==> config.mk <==
export PLATFORM = sky130hd
export DESIGN_NAME = stage_write
export DESIGN_NICKNAME = d
export VERILOG_FILES = /design/src/rtl/stage_write.sv
export SDC_FILE = /design/constraint.sdc
export NUM_CORES = 1
export LEC_CHECK = 0
export ABC_CLOCK_PERIOD_IN_PS = 1800
export CORE_AREA = 2 2 111 113
export DETAILED_ROUTE_END_ITERATION = 7
export DIE_AREA = 0 0 113 115
export SYNTH_ARGS = -nofsm -noshare
export SYNTH_HDL_FRONTEND = slang
export SYNTH_SLANG_ARGS = --single-unit
export TNS_END_PERCENT = 1
==> constraint.sdc <==
create_clock -name clk -period 1.8 [get_ports clk]
set_input_delay 0.36 -clock clk [delete_from_list [all_inputs] [get_ports clk]]
set_output_delay 0.36 -clock clk [all_outputs]
set_load 0.01 [all_outputs]
==> src/rtl/stage_write.sv <==
// Write-back stage: retires results into the register file and sequences precise traps
// (mepc write, mcause write, flush/redirect). Define WB_INSTRET_EN to build the retired-instruction counter.
module stage_write #(
  parameter logic [11:0] MEPC_ADDR   = 12'h341,
  parameter logic [11:0] MCAUSE_ADDR = 12'h342
) (
  input  logic        clk,
  input  logic        reset,
  input  logic        wb_valid,
  input  logic        wb_exc,
  input  logic [3:0]  wb_exc_cause,
  input  logic [31:2] wb_pc,
  input  logic [4:0]  wb_reg_r,
  input  logic [31:0] wb_data,
  output logic        wb_stall,
  output logic        rf_we,
  output logic [4:0]  rf_waddr,
  output logic [31:0] rf_wdata,
  input  logic [31:2] mtvec,
  output logic        trap_csr_we,
  output logic [11:0] trap_csr_addr,
  output logic [31:0] trap_csr_data,
  output logic        flush,
  output logic        redirect,
  output logic [31:2] redirect_pc,
  output logic [63:0] instret
);

  typedef enum logic [1:0] {IDLE, T_EPC, T_CAUSE, T_REDIR} state_t;

  state_t      state_q, state_d;
  logic [31:0] cause_q, cause_d;
  logic        csr_we_q, csr_we_d;
  logic [11:0] csr_addr_q, csr_addr_d;
  logic [31:0] csr_data_q, csr_data_d;
  logic        redir_q, redir_d;
  logic        retire;

  // Trap outputs are computed for the next state so they leave the stage straight from flops.
  always_comb begin
    retire     = (state_q == IDLE) && wb_valid && !wb_exc && !reset;
    state_d    = state_q;
    cause_d    = cause_q;
    csr_we_d   = 1'b0;
    csr_addr_d = '0;
    csr_data_d = '0;
    redir_d    = 1'b0;
    case (state_q)
      IDLE: begin
        if (wb_exc) begin
          state_d    = T_EPC;
          cause_d    = {28'b0, wb_exc_cause};
          csr_we_d   = 1'b1;
          csr_addr_d = MEPC_ADDR;
          csr_data_d = {wb_pc, 2'b00};
        end
      end
      T_EPC: begin
        state_d    = T_CAUSE;
        csr_we_d   = 1'b1;
        csr_addr_d = MCAUSE_ADDR;
        csr_data_d = cause_q;
      end
      T_CAUSE: begin
        state_d = T_REDIR;
        redir_d = 1'b1;
      end
      default: state_d = IDLE;
    endcase
  end

  always_ff @(posedge clk) begin
    if (reset) begin
      state_q    <= IDLE;
      cause_q    <= '0;
      csr_we_q   <= 1'b0;
      csr_addr_q <= '0;
      csr_data_q <= '0;
      redir_q    <= 1'b0;
    end else begin
      state_q    <= state_d;
      cause_q    <= cause_d;
      csr_we_q   <= csr_we_d;
      csr_addr_q <= csr_addr_d;
      csr_data_q <= csr_data_d;
      redir_q    <= redir_d;
    end
  end

  // Retire is combinational so the register file samples on the presentation edge.
  assign wb_stall      = (state_q != IDLE) || wb_exc;
  assign rf_we         = retire && (wb_reg_r != 5'd0);
  assign rf_waddr      = retire ? wb_reg_r : 5'd0;
  assign rf_wdata      = retire ? wb_data : 32'd0;
  assign trap_csr_we   = csr_we_q;
  assign trap_csr_addr = csr_addr_q;
  assign trap_csr_data = csr_data_q;
  assign flush         = redir_q;
  assign redirect      = redir_q;
  assign redirect_pc   = redir_q ? mtvec : 30'd0;

`ifdef WB_INSTRET_EN
  logic [63:0] instret_q, instret_d;

  always_comb begin
    instret_d = instret_q + {63'd0, retire};
  end

  always_ff @(posedge clk) begin
    if (reset) instret_q <= '0;
    else       instret_q <= instret_d;
  end

  assign instret = instret_q;
`else
  assign instret = 64'd0;
`endif

endmodule

==> results.ini <==
[sta]
clock_skew_ns=0.00271
finalSetupViolCount=38
period_share_pct=113
rsz0062_at_grt=yes
drv_slew=0
fmax_mhz=491
layout_setup_ws_ns=-0.235
finalHoldViolations=0
final.min_clock_period_ns=2.03

[power_and_ir_drop]
vdd_drop_max_mv=0.667
cellLeakagePower_nw=2.29
p_per_area_mw_per_mm2=837

[die]
ios=285
initial_core_util_pct=19.8
coreArea_sq_mm=0.0118
rows=40
die_y_microns=115
die-area_sq_mm=0.0130
die_w_microns=113

[outcome]
status=finished, violations left
violations=DRC, setup timing

[final_layout]
fin_util_pct=40.8
final_cell_mix=141 x clkdlybuf4s50_1, 71 x and2_1, 71 x conb_1
fill_cells=1189
nets=603
n_antenna_cell=0
final_common_cell=clkdlybuf4s50_1
stdcell_count=642
layout-drive-gt1-share_pct=22.0
area_growth_pct=106

[clocking]
clk_path_buf_depth=2
clk_latency_ns=0.28
clock_sinks=42
root_buffer=clkbuf_16
htree_levels=2
hold_buffers=0
numCtsBuffers=5
clkTransAtPathRegs_ns=0.06
cts_tree=built

[drt]
antenna_left=0
dr.pass1.iters=6
drt-total-wl_mm=8.47
vias_per_cell=3.61
drc=20
wl_per_cell_microns=13.2
drt-initial-drc-count=75
via_count=2316

[min_path]
holdPathStages=2
min_from=cause_q[2]
min_path_type=flop to flop
hold_end=cause_q[2]

[worst_setup_path]
crit_path_end_kind=output pin
slowest_delay_ns=0.38
reg2reg_from=state_q[0]
critPathSlowestCell=and4bb_4
crit_chain=inv_2 > ha_4 > and4bb_4 > buf_6 > clkbuf_16 > and2_4 > buf_6
r2r_cells=9
cp_common_cell=buf_6
regToRegSetupSlack_ns=0.12
critPathLaunchType=flop
worstPathMaxFanout=7
path_class=flop to output pin
worstReg2RegEnd=trap_csr_addr[8]
cp_data_required_time_ns=1.44
arrival_ns=1.67

[grt]
grt_pass1_wl_mm=11.8
antenna_found_initial=0
grt_max_degree=33
grt_use_total_pct=11.4
first_global_vias=2204
grt_overflow=0

[synthesis]
netlist_area_sq_mm=0.00234
synth-seq-area-share_pct=35.9
ys_types=24
syn_avg_cell_area_sq_um=8.83
netlist_instances=265
synth-edff-count=0
synth-main-ff-cell=dfxtp_1
ys_ff_latch=42
ys_warn_count=0
synthArstFlopShare_pct=0

[placed_design]
dp_hpwl_mm=6.71
dp.cells=625
dp_slack_ns=-0.619
gp_congestion=0.768
port_buffers=213

[job]
drv_cap=0

## how the worst max path moves through the flow
stage,startpoint,endpoint,cells after the start,slack [ns]
2_1_floorplan,state_q[0],rf_wdata[10],6,0.13
3_3_place_gp,reset,rf_waddr[2],5,-0.61
3_5_place_dp,reset,rf_waddr[0],5,-0.62
4_1_cts,state_q[0],rf_waddr[2],6,-0.30
5_1_grt,state_q[1],rf_wdata[0],7,-0.29
6_report,state_q[1],rf_wdata[0],7,-0.23
## power by group
| group | internal, mW | switching (mW) |
|---|---|---|
| clock network | 0.796 | 0.361 |
| registers | 1.08 | 0.0555 |
| logic | 1.00 | 0.732 |
| total | 2.88 | 1.15 |
## critical path, delay by kind of cell, from the launching register on
family,cells,cell delay (ns)
adders and majority gates,1,0.13
buffers and inverters,4,0.42
DFF,1,0.32
and+or+nand+nor,2,0.52
## sequential cells by signal, indices dropped and copies added (netlist names)
name and count:
cause_q 4, state_q 2, trap_csr_data 32, flush 1, trap_csr_addr 3
## synth_stat cells (2+ instances only)
cell	instances	area [sq um]
nand3_1	4	20.0
nor2b_1	2	12.5
buf_4	79	593
a32oi_1	2	17.5
nand2_1	4	15.0
ha_1	4	50.1
dfxtp_1	42	841
buf_6	2	22.5
clkbuf_2	2	10.0
a21oi_1	4	20.0
clkbuf_1	4	15.0
inv_1	2	7.51
and2_1	97	607
nor2_1	7	26.3
## metrics by stage
stage	total power, mW	setup TNS [ns]	instance area (sq um)	hold WS [ns]
2_1_floorplan	1.96	0	2600	0.430
3_3_place_gp	2.77	-21.44	4430	0.444
3_5_place_dp	2.79	-22.31	4430	0.444
4_1_cts	3.92	-8.30	4630	0.458
5_1_grt	4.25	-9.14	4820	0.475
6_report	4.03	-6.84	4820	0.456
## cell type report
class                           instances  area (sq um)  share of cell area, %
Multi-Input combinational cell        204          1200                   24.9
Clock buffer                            5           125                   2.60
Inverter                                2          7.51                  0.156
Sequential cell                        42           843                   17.5
Tap cell                              147           184                   3.82
Timing Repair Buffer                  239          2390                   49.6
Clock inverter                          3          68.8                   1.43
## cells by family after synthesis
logic type	Yosys count	synth area share (%)
AOI/OAI and AO/OA	8	2.25
adders and majority gates	4	2.14
buffers and inverters	89	27.7
DFF	42	35.9
muxes	1	0.428
other	1	0.160
and+or+nand+nor	120	31.4
## per-layer routing
metal	part of all wire, %	GRT usage, %
met4	1.0	2.68
met2	54	21.3
met5	0	0
met1	35	12.3
met3	9.8	4.11
## what timing repair did
| action | in CTS | in global routing |
|---|---|---|
| resized for setup | 166 | 93 |
| setup endpoints to repair | 69 | 39 |
| pin swaps | 2 | 22 |
| gates cloned | 1 | 5 |
| buffers inserted | 0 | 3 |
Note: power is estimated with default switching activity, not from simulation.
